--- config.mk ---
export PLATFORM = sky130hd
export DESIGN_NAME = sqrt_iterative_unit
export DESIGN_NICKNAME = d
export VERILOG_FILES = /design/src/rtl/sqrt_pkg.sv /design/src/rtl/square_root_stage.sv /design/src/rtl/sqrt_iterative_unit.sv
export SDC_FILE = /design/constraint.sdc
export NUM_CORES = 1
export LEC_CHECK = 0
export BUFFER_PORTS_ARGS = -buffer_cell sky130_fd_sc_hd__buf_2
export CAP_MARGIN = 0
export CORE_ASPECT_RATIO = 0.8
export CORE_UTILIZATION = 30
export DETAILED_ROUTE_END_ITERATION = 10
export PLACE_DENSITY = 0.58
export RECOVER_POWER = 50
export SLEW_MARGIN = 20
export SYNTH_ARGS = -nofsm -noshare
export SYNTH_HDL_FRONTEND = slang
export SYNTH_HIERARCHICAL = 1
export SYNTH_SLANG_ARGS = --single-unit
--- constraint.sdc ---
create_clock -name clk -period 5.1 [get_ports clk]
set_input_delay 1.02 -clock clk [delete_from_list [all_inputs] [get_ports clk]]
set_output_delay 1.02 -clock clk [all_outputs]
set_load 0.005 [all_outputs]
--- src/rtl/sqrt_pkg.sv ---
// ---------------------------------------------------------------------------
// sqrt_pkg
// Shared types and sizing helpers for the iterative square-root unit.
//   state_t      : controller states (IDLE / BUSY / DONE)
//   calc_iter    : BUSY cycles per operation for a given width and bits/cycle
//   calc_cnt_w   : iteration counter width (never below one bit)
//   calc_root_w  : root width (WIDTH/2)
//   calc_rem_w   : remainder width (WIDTH/2+1, enough to hold 2*root)
// ---------------------------------------------------------------------------
package sqrt_pkg;

  typedef enum logic [1:0] {
    IDLE = 2'd0,
    BUSY = 2'd1,
    DONE = 2'd2
  } state_t;

  function automatic int calc_iter(input int width, input int bits_per_cycle);
    return width / (2 * bits_per_cycle);
  endfunction

  function automatic int calc_cnt_w(input int iter);
    int w;
    w = $clog2(iter);
    return (w < 1) ? 1 : w;
  endfunction

  function automatic int calc_root_w(input int width);
    return width / 2;
  endfunction

  function automatic int calc_rem_w(input int width);
    return width / 2 + 1;
  endfunction

endpackage

--- src/rtl/square_root_stage.sv ---
// ---------------------------------------------------------------------------
// square_root_stage
// One combinational conditional-subtract step of the digit-by-digit square
// root. Brings the next two radicand bits into the partial remainder, tries
// to subtract (q<<2)|1, and reports whether the subtraction succeeded.
// Ports:
//   r_in   : partial remainder before this step (ROOT_W+2 bits)
//   q_in   : partial root before this step (ROOT_W bits)
//   pair   : next two radicand bits, most significant first
//   r_out  : partial remainder after this step
//   q_bit  : resolved root bit (1 when the trial subtraction fit)
// ---------------------------------------------------------------------------
module square_root_stage #(
  parameter int ROOT_W = 8
) (
  input  logic [ROOT_W+1:0] r_in,
  input  logic [ROOT_W-1:0] q_in,
  input  logic [1:0]        pair,
  output logic [ROOT_W+1:0] r_out,
  output logic              q_bit
);

  logic [ROOT_W+1:0] r_shifted;
  logic [ROOT_W+1:0] trial;
  logic              fits;

  // The remainder never exceeds 2*q, so shifting it left by two inside
  // ROOT_W+2 bits cannot lose significant bits.
  assign r_shifted = (r_in << 2) | {{ROOT_W{1'b0}}, pair};
  assign trial     = {q_in, 2'b01};
  assign fits      = (r_shifted >= trial);

  assign r_out = fits ? (r_shifted - trial) : r_shifted;
  assign q_bit = fits;

endmodule

--- src/rtl/sqrt_iterative_unit.sv ---
// ---------------------------------------------------------------------------
// sqrt_iterative_unit
// Multi-cycle unsigned integer square root with valid/ready on both sides.
// Produces floor(sqrt(radicand)) and radicand - root^2, resolving
// BITS_PER_CYCLE root bits per clock through a chain of square_root_stage.
// Ports:
//   clk        : clock, rising edge
//   rst        : asynchronous active-high reset
//   in_valid   : radicand presented
//   in_ready   : unit accepts a radicand this cycle
//   radicand   : WIDTH-bit unsigned operand, sampled on accept
//   out_valid  : root/remainder valid
//   out_ready  : consumer takes the result this cycle
//   root       : WIDTH/2-bit root
//   remainder  : WIDTH/2+1-bit remainder (always <= 2*root)
// ---------------------------------------------------------------------------
module sqrt_iterative_unit
  import sqrt_pkg::*;
#(
  parameter int WIDTH          = 16,
  parameter int BITS_PER_CYCLE = 1
) (
  input  logic                     clk,
  input  logic                     rst,
  input  logic                     in_valid,
  output logic                     in_ready,
  input  logic [WIDTH-1:0]         radicand,
  output logic                     out_valid,
  input  logic                     out_ready,
  output logic [WIDTH/2-1:0]       root,
  output logic [WIDTH/2:0]         remainder
);

  localparam int ITER   = calc_iter(WIDTH, BITS_PER_CYCLE);
  localparam int CNT_W  = calc_cnt_w(ITER);
  localparam int ROOT_W = calc_root_w(WIDTH);
  localparam int REM_W  = calc_rem_w(WIDTH);
  localparam int PART_W = ROOT_W + 2;

  if ((WIDTH < 4) || (WIDTH % 2 != 0)) begin : g_bad_width
    $error("sqrt_iterative_unit: WIDTH must be even and >= 4");
  end
  if ((BITS_PER_CYCLE < 1) || ((WIDTH / 2) % BITS_PER_CYCLE != 0)) begin : g_bad_bpc
    $error("sqrt_iterative_unit: BITS_PER_CYCLE must divide WIDTH/2");
  end

  state_t            state;
  logic [WIDTH-1:0]  shift_reg;
  logic [PART_W-1:0] r_reg;
  logic [ROOT_W-1:0] q_reg;
  logic [CNT_W-1:0]  cnt;

  logic [PART_W-1:0]         r_chain [BITS_PER_CYCLE+1];
  logic [ROOT_W-1:0]         q_chain [BITS_PER_CYCLE+1];
  logic [BITS_PER_CYCLE-1:0] q_bits;
  logic [WIDTH-1:0]          shift_next;
  logic                      accept;

  assign in_ready = (state == IDLE) || ((state == DONE) && out_ready);
  assign accept   = in_valid && in_ready;

  assign r_chain[0] = r_reg;
  assign q_chain[0] = q_reg;

  // Each chained stage consumes the next radicand bit pair, most significant
  // pair first, so stage k reads the pair 2k bits below the top.
  for (genvar k = 0; k < BITS_PER_CYCLE; k++) begin : g_stage
    square_root_stage #(
      .ROOT_W(ROOT_W)
    ) u_stage (
      .r_in  (r_chain[k]),
      .q_in  (q_chain[k]),
      .pair  (shift_reg[WIDTH-1-2*k -: 2]),
      .r_out (r_chain[k+1]),
      .q_bit (q_bits[k])
    );
    assign q_chain[k+1] = {q_chain[k][ROOT_W-2:0], q_bits[k]};
  end

  assign shift_next = shift_reg << (2 * BITS_PER_CYCLE);

  // Controller, iteration datapath and result registers. A DONE result is
  // frozen until the consumer takes it; a new radicand may be accepted on the
  // same edge the result is taken.
  always_ff @(posedge clk or posedge rst) begin
    if (rst) begin
      state     <= IDLE;
      shift_reg <= '0;
      r_reg     <= '0;
      q_reg     <= '0;
      cnt       <= '0;
      out_valid <= 1'b0;
      root      <= '0;
      remainder <= '0;
    end else begin
      case (state)
        IDLE: begin
          if (accept) begin
            shift_reg <= radicand;
            r_reg     <= '0;
            q_reg     <= '0;
            cnt       <= CNT_W'(ITER - 1);
            state     <= BUSY;
          end
        end
        BUSY: begin
          shift_reg <= shift_next;
          r_reg     <= r_chain[BITS_PER_CYCLE];
          q_reg     <= q_chain[BITS_PER_CYCLE];
          if (cnt == '0) begin
            root      <= q_chain[BITS_PER_CYCLE];
            remainder <= r_chain[BITS_PER_CYCLE][REM_W-1:0];
            out_valid <= 1'b1;
            state     <= DONE;
          end else begin
            cnt <= cnt - 1'b1;
          end
        end
        DONE: begin
          if (out_ready) begin
            out_valid <= 1'b0;
            if (in_valid) begin
              shift_reg <= radicand;
              r_reg     <= '0;
              q_reg     <= '0;
              cnt       <= CNT_W'(ITER - 1);
              state     <= BUSY;
            end else begin
              state <= IDLE;
            end
          end
        end
        default: begin
          state     <= IDLE;
          out_valid <= 1'b0;
        end
      endcase
    end
  end

endmodule

### Word level (Yosys, flattened, before mapping)

Cells that the tools add are included.

| operators by class | value |
|---|---|
| add/sub/neg operators | 2 |
| order comparisons | 1 |
| eq/ne operators | 7 |
| muxes and demuxes | 26 |
| bitwise operators | 2 |
| reductions and logical operators | 11 |

Operators with widths:

| kind | number |
|---|---|
| $mux 16 | 3 |
| $mux 8 | 6 |
| $pmux 16 s3 | 1 |
| $pmux 8 s3 | 2 |
| $mux 3 | 4 |
| $ge 10x10->1 | 1 |
| $ne 2x2->1 const B | 5 |
| $or 10x2->10 | 1 |
| $mux 9 | 1 |
| $pmux 3 s3 | 1 |
| $sub 9x9->9 | 1 |
| $mux 2 | 3 |
| $pmux 2 s3 | 1 |
| $reduce_and 3->1 | 2 |
| $reduce_and 5->1 | 1 |
| $reduce_and 4->1 | 1 |
| $logic_not 3->1 | 1 |
| $mux 1 | 3 |
| $pmux 1 s3 | 1 |
| $reduce_bool 3->1 | 1 |
| $sub 3x1->3 const B | 1 |
| $eq 2x1->1 const B | 1 |
| $eq 2x2->1 const B | 1 |
| $logic_and 1x1->1 | 2 |
| other kinds (4) | 4 |

| word-level totals | value |
|---|---|
| flip-flop bits (word level) | 55 |
| bits of input ports | 20 |
| output and inout port bits | 19 |
| logic and storage cells | 57 |

### Longest topological paths before layout

| depth | value |
|---|---|
| depth in word-level cells | 6 |
| mapped depth | 10 |
| gate-level depth less buffers | 9 |

### By module

Netlist, hierarchy kept.

By module, submodules not included:

| module | instances | cells an instance | area each (um^2) |
|---|---|---|---|
| sqrt_iterative_unit | 1 | 234 | 2504.9 |
| square_root_stage | 1 | 76 | 608.1 |

### Worst setup path before layout

Ideal clock, no wire load.

| path | value |
|---|---|
| path kind | input -> output |
| start | input out_ready |
| end | output in_ready |
| arrival | 1.706 ns |
| required time | 4.080 ns |
| slack | 2.374 ns |
| stages on the path | 4 |
| buffers on the path | 2 |
| path through | nand2b_1 buf_2 buf_1 and2b_1 |

| on the way | value |
|---|---|
| word-level cells in the longest chain between the ends | 2 |

Ends and longest elaborated chain:

| item | line | source |
|---|---|---|
| from (decl) | sqrt_iterative_unit.sv:29 | `input logic out_ready,` |
| $logic_and 1x1->1 | sqrt_iterative_unit.sv:59 | `assign in_ready = (state == IDLE) \|\| ((state == DONE) && out_ready);` |
| $logic_or 1x1->1 | sqrt_iterative_unit.sv:59 |  |
| to (decl) | sqrt_iterative_unit.sv:26 | `output logic in_ready,` |

No other way between the ends.

### Worst setup path in the final report

| path | value |
|---|---|
| start | register state[1] |
| end | register root[1] |

| on the way | value |
|---|---|
| word-level cells in the longest chain between the ends | 2 |

Ends and longest elaborated chain:

| item | line | source |
|---|---|---|
| from (decl) | sqrt_iterative_unit.sv:47 | `state_t state;` |
| from (signal assigned) | sqrt_iterative_unit.sv:87 | `state <= IDLE;` |
| from (signal assigned) | sqrt_iterative_unit.sv:103 | `state <= BUSY;` |
| from (signal assigned) | sqrt_iterative_unit.sv:114 | `state <= DONE;` |
| $eq 2x1->1 | sqrt_iterative_unit.sv:96 | `case (state)` |
| $reduce_and 2->1 (no line) | n/a |  |
| to (signal assigned) | sqrt_iterative_unit.sv:111 | `root <= q_chain[BITS_PER_CYCLE];` |
| to (decl) | sqrt_iterative_unit.sv:30 | `output logic [WIDTH/2-1:0] root,` |

No other way between the ends.
A chain may end at the register's enable or synchronous reset.

==> impl_metrics.toml <==
[run_status]
status = "finished with violations"
violations = "capacitance limit, slew limit"

[worst_setup_path]
worstReg2RegStart = "state[1]$_DFFE_PP0P_"
startpoint = "state[1]$_DFFE_PP0P_"
path_max_fanout = 35
end_kind = "flop"
critPathCapture = "root[1]$_DFFE_PP0P_"
worstPathArrival_ns = 3.56
critPathRequiredTime_ns = 5.27
r2r_slack_ns = 1.71
path_class = "reg2reg"
reg2reg_to = "root[1]$_DFFE_PP0P_"
startpoint_type = "flop"
rr_worst_depth = 4

[cts]
cts_buffers = 5
htree_num_levels = 2
cts_setup_buffers = 0
clock_latency_ns = 0.29
cts_root_buf = "clkbuf_16"
hold_buffers = 0
cts_tree = "built"
clk_pin_slew_ns = 0.07
cts_buffer_depth = 2
cts-resized-gates = 0
cts.sinks = 55

[sta]
holdWs_ns = 0.4959
fin_worst_skew_ns = 0.005446
hold_viol = 0
tns_ns = 0
finalCriticalPeriod_ns = 3.388
setup_viol = 0
max_slew_margin = -0.2318
rsz0062_at_grt = "no"
fmax_ghz = 0.2952
post-route-period-util = 0.6643
drv_slew = 55
tightest_slew_ns = 1.841

[finish]
final_cells = 461
stdcell_area_sq_um = 3361
final_common_cell = "nand2_1"
areaGrowthSynthToFinish_pct = 13.09
nFillCells = 992
largest_reg_flops = 16
n_antenna_cell = 0
fin_nets = 356
drive_gt1_frac = 0.2185
layout_common_cells = "64 x nand2_1, 55 x dfrtp_1, 33 x buf_2"

[floorplanning]
core_area_sq_um = 9649
ioPinCount = 39
die_h_um = 91.02
initial_utilization = 0.3080
rows = 32
dieWidth_um = 113.3
design.die.area_sq_um = 10310

[global_route]
grt_pass1_wl_mm = 10.63
grt_util_met3 = 0.02470
grt_use_met2 = 0.1999
grt_pass1_vias = 2194
grt_remaining_overflow = 0
antenna_found_initial = 0
grtUsageMet1 = 0.1812
top_usage_layer = "met2"
grt_max_degree = 56
grtUsageTotal = 0.1283

[place]
place_area_sq_um = 3218
dp_cells = 453
gp_congestion = 0.7342
portBuffers = 38
dpl.hpwl_mm = 3.999

[job]
maxCapViolCount = 2

[route]
first_iter_violations = 113
via_per_inst = 4.603
via_count = 2122
wl_per_cell_um = 13.07
final_antenna_net_count = 0
drcViolationCount = 0
dr.pass1.iters = 4
totalWireLength_mm = 6.023

[worst_hold_path]
hold-path-cell-count = 1
holdCritStartpoint = "cnt[1]$_DFFE_PP0P_"
min-delay-path-class = "reg2reg"

[synth]
synthCells = 294
ys_warn_count = 6
syn_nets = 326
syn_area_sq_um = 2972
avgSynthCellArea_sq_um = 10.11

[power_and_ir_drop]
switching_share = 0.3963
power_density_nw_per_um2 = 744.1
p_leak_uw = 0.001532
p_comb_frac = 0.531
max-vdd-ir-drop_mv = 0.2475
cellInternalPower_uw = 1510
power_frac_seq = 0.311
p_total_uw = 2501
switchingPower_uw = 991.0
clkPwrFrac = 0.158
-- critical path, cell delays in order, from the launching register on --
cell	delay [ns]
dfrtp_1	0.42
nand2b_1	0.16
clkbuf_1	0.60
nor2_1	1.63
mux2_2	0.45
-- metrics by stage --
step                      setup slack [ns]    util
after detailed placement             2.039  0.3335
final                                1.712  0.3483
after floorplan                      2.374       -
after global routing                 1.367  0.3483
after global placement               2.052  0.3335
after CTS                            2.036  0.3515
-- final cells by class --
cell class | count | area, sq um | area share
Clock buffer | 6 | 138.9 | 0.04133
Clock inverter | 2 | 35.03 | 0.01042
Inverter | 17 | 63.81 | 0.01899
Multi-Input combinational cell | 204 | 1374 | 0.4088
Sequential cell | 55 | 1376 | 0.4095
Tap cell | 136 | 170.2 | 0.05063
Timing Repair Buffer | 41 | 202.7 | 0.06031
-- layer usage --
metal / wire length (um) / up-vias
li1: - / 1058
met1: 3106 / 1031
met2: 2681 / 31
met3: 211 / 2
met4: 24 / 0
met5: 0 / -
-- worst min-delay path by stage --
stage,to
after floorplan,cnt[1]$_DFFE_PP0P_
after global placement,shift_reg[11]$_DFFE_PP0P_
after detailed placement,shift_reg[13]$_DFFE_PP0P_
after CTS,shift_reg[13]$_DFFE_PP0P_
after global routing,cnt[1]$_DFFE_PP0P_
final,cnt[1]$_DFFE_PP0P_
-- power groups by stage --
stage / sequential, uW / clock, uW / combinational (uW)
4_1_cts: 780 / 408 / 1370
2_1_floorplan: 761 / 0 / 1110
6_report: 777 / 396 / 1330
5_1_grt: 810 / 427 / 1520
3_3_place_gp: 782 / 0 / 1330
3_5_place_dp: 785 / 0 / 1360
Power figures use the tool's default switching activity.
